## src/rtl/fetch_queue.sv

```systemverilog
`default_nettype none
// ============================================================================
// fetch_queue : IF->ID decoupling FIFO holding {inst, pc, order}, flushable.
// Rev 1.0
// ============================================================================
module fetch_queue #(
  parameter int DEPTH = 4
) (
  input  logic                     clk,
  input  logic                     rst,
  input  logic                     enq_valid,
  output logic                     enq_ready,
  input  logic [31:0]              enq_inst,
  input  logic [31:0]              enq_pc,
  input  logic [63:0]              enq_order,
  input  logic                     flush,
  output logic                     deq_valid,
  input  logic                     deq_ready,
  output logic [31:0]              deq_inst,
  output logic [31:0]              deq_pc,
  output logic [63:0]              deq_order,
  output logic [$clog2(DEPTH):0]   count
);

  localparam int PW = $clog2(DEPTH);
  localparam int CW = PW + 1;
  localparam logic [CW-1:0] C_DEPTH = CW'(DEPTH);

  logic [31:0]   inst_q  [DEPTH];
  logic [31:0]   pc_q    [DEPTH];
  logic [63:0]   order_q [DEPTH];

  logic [PW-1:0] rd_ptr_q, rd_ptr_d;
  logic [PW-1:0] wr_ptr_q, wr_ptr_d;
  logic [CW-1:0] count_q, count_d;

  logic w_full, w_empty, w_enq_fire, w_deq_fire;

  assign w_full     = (count_q == C_DEPTH);
  assign w_empty    = (count_q == '0);
  assign enq_ready  = !w_full;
  assign deq_valid  = !w_empty;
  assign w_enq_fire = enq_valid && enq_ready;
  assign w_deq_fire = deq_valid && deq_ready;

  always_comb begin
    rd_ptr_d = rd_ptr_q;
    wr_ptr_d = wr_ptr_q;
    count_d  = count_q;
    if (flush) begin
      rd_ptr_d = '0;
      wr_ptr_d = '0;
      count_d  = '0;
    end else begin
      if (w_enq_fire) wr_ptr_d = wr_ptr_q + PW'(1);
      if (w_deq_fire) rd_ptr_d = rd_ptr_q + PW'(1);
      if (w_enq_fire && !w_deq_fire)      count_d = count_q + CW'(1);
      else if (!w_enq_fire && w_deq_fire) count_d = count_q - CW'(1);
    end
  end

  always_ff @(posedge clk or posedge rst) begin
    if (rst) begin
      rd_ptr_q <= '0;
      wr_ptr_q <= '0;
      count_q  <= '0;
    end else begin
      rd_ptr_q <= rd_ptr_d;
      wr_ptr_q <= wr_ptr_d;
      count_q  <= count_d;
    end
  end

  // Storage carries no reset; an enq during flush is dropped by not writing.
  always_ff @(posedge clk) begin
    if (w_enq_fire && !flush) begin
      inst_q[wr_ptr_q]  <= enq_inst;
      pc_q[wr_ptr_q]    <= enq_pc;
      order_q[wr_ptr_q] <= enq_order;
    end
  end

  assign deq_inst  = w_empty ? 32'd0 : inst_q[rd_ptr_q];
  assign deq_pc    = w_empty ? 32'd0 : pc_q[rd_ptr_q];
  assign deq_order = w_empty ? 64'd0 : order_q[rd_ptr_q];
  assign count     = count_q;

endmodule
`default_nettype wire
```

## config.mk

```make
export PLATFORM = sky130hd
export DESIGN_NAME = fetch_queue
export DESIGN_NICKNAME = d
export VERILOG_FILES = /design/src/rtl/fetch_queue.sv
export SDC_FILE = /design/constraint.sdc
export NUM_CORES = 1
export LEC_CHECK = 0
export CAP_MARGIN = 20
export CORE_UTILIZATION = 57
export CTS_BUF_LIST = sky130_fd_sc_hd__clkbuf_4
export DETAILED_ROUTE_END_ITERATION = 7
export GPL_TIMING_DRIVEN = 1
export PLACE_DENSITY = 0.92
export SKIP_CTS_REPAIR_TIMING = 1
export SKIP_LAST_GASP = 1
export SYNTH_ARGS = -nofsm -noshare
export SYNTH_HDL_FRONTEND = slang
export SYNTH_SLANG_ARGS = --single-unit
```

## constraint.sdc

```tcl
create_clock -name clk -period 4.7 [get_ports clk]
set_input_delay 0.705 -clock clk [delete_from_list [all_inputs] [get_ports clk]]
set_output_delay 0.705 -clock clk [all_outputs]
set_load 0.01 [all_outputs]
```

==> results of run 1 <==
[flip-flops by register name (all words and copies together), names as in the netlist]
register and flops:
inst_q 128, pc_q 128, rd_ptr_q 2, order_q 256
count 3, wr_ptr_q 2
[layer usage]
metal | up-vias | global-route usage, % | share of wire (%)
met4 | 2 | 9.926 | 2.1
met5 | - | 0 | 0.023
met1 | 5113 | 28.48 | 38
li1 | 4411 | - | -
met3 | 56 | 6.612 | 8.3
met2 | 461 | 38.39 | 52
[cell type report]
class	count	area, sq um
Multi-Input combinational cell	300	4033
Inverter	8	30.03
Antenna cell	2	5.005
Clock inverter	37	272.8
Timing Repair Buffer	286	2923
Tap cell	455	569.3
Fill cell	1993	9612
Sequential cell	519	15560
Clock buffer	194	1456
[worst reg2reg max path: cells and delay by family, from the launching register on]
| family | cells | cell delay (ns) |
|---|---|---|
| and+or+nand+nor | 3 | 1.19 |
| DFF | 1 | 0.56 |
| buffers and inverters | 1 | 0.52 |
[per-stage QoR]
stage / hold slack (ns) / instance area, sq um / setup slack (ns)
after floorplan: 0.5084 / 19900 / 1.349
after global placement: 0.5772 / 23110 / 1.405
after detailed placement: 0.5906 / 23110 / 1.255
after CTS: 0.1397 / 24840 / 0.4471
after global routing: 0.1540 / 24840 / 0.3976
final: 0.1945 / 24850 / 0.6049
[how the worst max path moves through the flow]
stage                                        from                      end  slack [ns]  depth (start not counted)
final                     rd_ptr_q[0]$_DFFE_PP0P_            deq_order[35]        0.60                          4
after global routing      rd_ptr_q[0]$_DFFE_PP0P_             deq_inst[21]        0.40                          4
after CTS                 rd_ptr_q[0]$_DFFE_PP0P_            deq_order[35]        0.45                          4
after detailed placement                enq_valid  order_q[3][7]$_DFFE_PP_        1.26                          5
after global placement    rd_ptr_q[0]$_DFFE_PP0P_              deq_inst[8]        1.40                          4
after floorplan                         enq_valid   inst_q[0][0]$_DFFE_PP_        1.35                          4
[logic make-up after synthesis]
group | count (synthesis)
XOR/XNOR | 2
multiplexers | 131
buffers and inverters | 57
AO/OA/AOI/OAI | 14
flip-flops | 519
adder cells (fa/ha/maj) | 5
AND/OR/NAND/NOR | 148
[power groups by stage]
| stage | Combinational [mW] | Clock [mW] | Sequential, mW |
|---|---|---|---|
| 2_1_floorplan | 2.31 | 0 | 5.49 |
| 3_3_place_gp | 4.15 | 0 | 5.59 |
| 3_5_place_dp | 4.21 | 0 | 5.61 |
| 4_1_cts | 4.24 | 3.96 | 5.51 |
| 5_1_grt | 4.44 | 4.18 | 5.53 |
| 6_report | 4.17 | 3.85 | 5.51 |
[synthesized netlist by cell type, types with 2 or more instances]
cell type,count,area (sq um)
sky130_fd_sc_hd__o31ai_1,2,15.01
sky130_fd_sc_hd__a21oi_1,2,10.01
sky130_fd_sc_hd__xor2_1,2,17.52
sky130_fd_sc_hd__nor2_1,7,26.28
sky130_fd_sc_hd__o21ai_0,3,15.01
sky130_fd_sc_hd__buf_6,11,123.9
sky130_fd_sc_hd__ha_1,4,50.05
sky130_fd_sc_hd__inv_1,8,30.03
sky130_fd_sc_hd__mux2i_1,2,20.02
sky130_fd_sc_hd__buf_2,20,100.1
sky130_fd_sc_hd__dfrtp_1,7,175.2
sky130_fd_sc_hd__edfxtp_1,512,15370
sky130_fd_sc_hd__nand3_1,2,10.01
sky130_fd_sc_hd__and2_1,132,825.8
sky130_fd_sc_hd__clkbuf_1,16,60.06
sky130_fd_sc_hd__mux4_2,128,2883
sky130_fd_sc_hd__nand3b_1,2,15.01
[layout by cell type (no fill, tap or decap), types with 3 or more instances in the layout]
| master | n |
|---|---|
| sky130_fd_sc_hd__and2_1 | 128 |
| sky130_fd_sc_hd__and2_4 | 4 |
| sky130_fd_sc_hd__buf_12 | 9 |
| sky130_fd_sc_hd__buf_4 | 12 |
| sky130_fd_sc_hd__bufinv_16 | 5 |
| sky130_fd_sc_hd__clkbuf_4 | 194 |
| sky130_fd_sc_hd__clkdlybuf4s50_1 | 265 |
| sky130_fd_sc_hd__clkinv_1 | 27 |
| sky130_fd_sc_hd__dfrtp_1 | 5 |
| sky130_fd_sc_hd__edfxtp_1 | 512 |
| sky130_fd_sc_hd__ha_1 | 4 |
| sky130_fd_sc_hd__inv_1 | 8 |
| sky130_fd_sc_hd__inv_2 | 3 |
| sky130_fd_sc_hd__mux4_2 | 128 |
| sky130_fd_sc_hd__nor2_1 | 7 |
| sky130_fd_sc_hd__o21ai_0 | 3 |
==> results.rst, run 1 <==
.. list-table::
   :header-rows: 1

   * - Metric
     - Value
   * - Run status
     - finished, final reports clean
   * - Critical path arrival
     - 3.39 ns
   * - Slew at the pin with the worst max-slew slack
     - 0.9871 ns
   * - Kind of cell with the highest combined delay on the critical path
     - flip-flops
   * - Proportion of power drawn by the clock network
     - around 28%
   * - Clock Latency Late Sink
     - 0.81 ns
   * - Buffering stage count on the worst path with inverters included
     - 2
   * - Stage delay of the slowest cell on the critical path
     - 0.93 ns
   * - Y dimension of the die
     - 188.8 microns
   * - Final core utilization
     - 72.11%
   * - Hold/Removal Path Class
     - in2async
   * - Synthesized area per cell
     - 22.71 sq um
   * - Total net switching power
     - ~3.7 mW
   * - Number of enable flip-flop cells after synthesis
     - 512
   * - Count of pins on the block boundary
     - 266
   * - Sequential area share after synthesis
     - between 70% and 80%
   * - Final worst path period share
     - 87.13%
   * - Post-synth top flop
     - sky130_fd_sc_hd__edfxtp_1
   * - Critical path start-end classification
     - reg2out
   * - Maximum Capacitance Violations
     - 0
   * - Proportion of synthesized area in mux cells
     - 14.65%
   * - Aggregate global-route resource usage
     - 23.08%
   * - Power share of the sequential group
     - 40.7%
   * - Total count of hold-check failures in the final report
     - 0
   * - Count of synthesis-stage warnings from yosys
     - 0
   * - Core region area
     - 0.03446 sq mm
   * - Fraction of layout cells with a size suffix above 1
     - approximately 27%
   * - Fin crit period
     - 4.095 ns
   * - Share of synthesized flip-flops with an asynchronous set or reset
     - 1.349%
   * - DRC
     - 0
   * - Capturing point of the worst reg2reg path
     - order_q[3][7]$_DFFE_PP_
   * - Worst ir drop on vdd
     - 0.3971 mV
   * - Clock slew at the register clock pins of the worst setup and hold paths
     - 0.06 ns
   * - Post-synthesis to final-layout area growth
     - 24.90%
   * - DP Wirelength
     - between 20000 and 25000 microns
   * - Length in cells of the worst reg-to-reg path
     - 4
   * - Xor/xnor cell area share of the yosys netlist
     - 0.08806%
   * - GP Congestion
     - between 0.7 and 0.8
   * - Setup repair after global routing missed its margin
     - no
   * - Post-synth cell types
     - 33
   * - Synthesized Nets
     - 1014
   * - Sink Count
     - 519
   * - Post-Syn Area
     - 0.01989 sq mm
   * - Total count of max-transition violations in the final report
     - 0
   * - Synth Area in Adders
     - 0.3522%
   * - Number of optimization iterations in the first detailed-route pass
     - 5
   * - TritonCTS clock tree
     - built
   * - Number of cell rows
     - 68
   * - Die footprint
     - 0.03565 sq mm
   * - Grt ovf
     - 0
   * - Switching share of power
     - 27.14%
   * - Final setup violating endpoints
     - 0
   * - Power share of the combinational group
     - 30.9%
   * - Number of buffers inserted by port buffering
     - 265
   * - Aggregate negative setup slack
     - 0 ns
   * - Via count
     - between 10000 and 15000
   * - Synth Area in Simple Gates
     - 4.585%
   * - Clock tree skew after final layout
     - between 0.03 and 0.04 ns
   * - CP Capture Type
     - output port
   * - Synthesized-area fraction occupied by ao, oa, aoi and oai cells
     - less than 1%
   * - Cell Count Post-Placement
     - 1568
   * - Critical path's slowest cell
     - sky130_fd_sc_hd__dfrtp_4
   * - Post-detailed-routing wire length
     - 39720 microns
   * - Maximum root-to-sink buffer count
     - 3
   * - Internal Pwr Total
     - about 10 mW
   * - Register-to-register setup slack
     - 2.04 ns
   * - Power per cell area
     - 544.4 mW/mm^2
   * - Critical Path Start Type
     - flip-flop
   * - CP Cell Sequence
     - buf_4, mux4_2, and2_1, clkdlybuf4s50_1
   * - Combinational family with the most area after synthesis
     - multiplexers
   * - Syn Inst Count
     - slightly below 900
   * - Register bit total from synthesis
     - between 500 and 600
   * - Maximum number of pins on one net before global-route repair
     - 66
   * - Fmax
     - 244.2 MHz
   * - Number of antenna violations at the first check in global routing
     - 2
   * - Vias in the first global route
     - approximately 11000
   * - Die extent in x
     - between 150 and 200 microns
   * - Detail-routed net length per standard cell
     - 22.05 microns
   * - First-iteration detailed-routing DRC count
     - 863
   * - Overall Power
     - 13.53 mW
   * - Clock Tree Root
     - sky130_fd_sc_hd__clkbuf_4
   * - Highest net fanout along the worst path
     - 38
   * - Initial Util
     - between 50% and 60%
   * - Global-route wire length before repair
     - between 60000 and 70000 microns
   * - Number of nets still failing antenna checks after routing
     - 0
   * - Static Leakage
     - roughly 8 nW
   * - Source of the worst register-to-register timing path
     - count[0]$_DFFE_PP0P_
   * - Post-route non-filler standard cell count
     - 1801
   * - Worst Path Required
     - 3.99 ns
   * - Number of nets in the layout
     - 1386
   * - Deepest level of the CTS H-tree
     - 4
   * - Number of buffers inserted during clock tree synthesis
     - 133
   * - Worst max-slew margin expressed relative to the limit
     - 34.19%
   * - Detailed-route vias per instance
     - 5.576
Note: power is estimated with default switching activity, not from simulation.
==> run 2, diff against run 1 <==
--- a/config.mk
+++ b/config.mk
@@ -9,10 +9,12 @@
 export CORE_UTILIZATION = 57
 export CTS_BUF_LIST = sky130_fd_sc_hd__clkbuf_4
 export DETAILED_ROUTE_END_ITERATION = 7
+export GPL_ROUTABILITY_DRIVEN = 0
 export GPL_TIMING_DRIVEN = 1
 export PLACE_DENSITY = 0.92
 export SKIP_CTS_REPAIR_TIMING = 1
 export SKIP_LAST_GASP = 1
+export SLEW_MARGIN = 20
 export SYNTH_ARGS = -nofsm -noshare
 export SYNTH_HDL_FRONTEND = slang
 export SYNTH_SLANG_ARGS = --single-unit
==> results of run 2 <==
The final DEF is identical to that of run 1; final timing and power are the same.
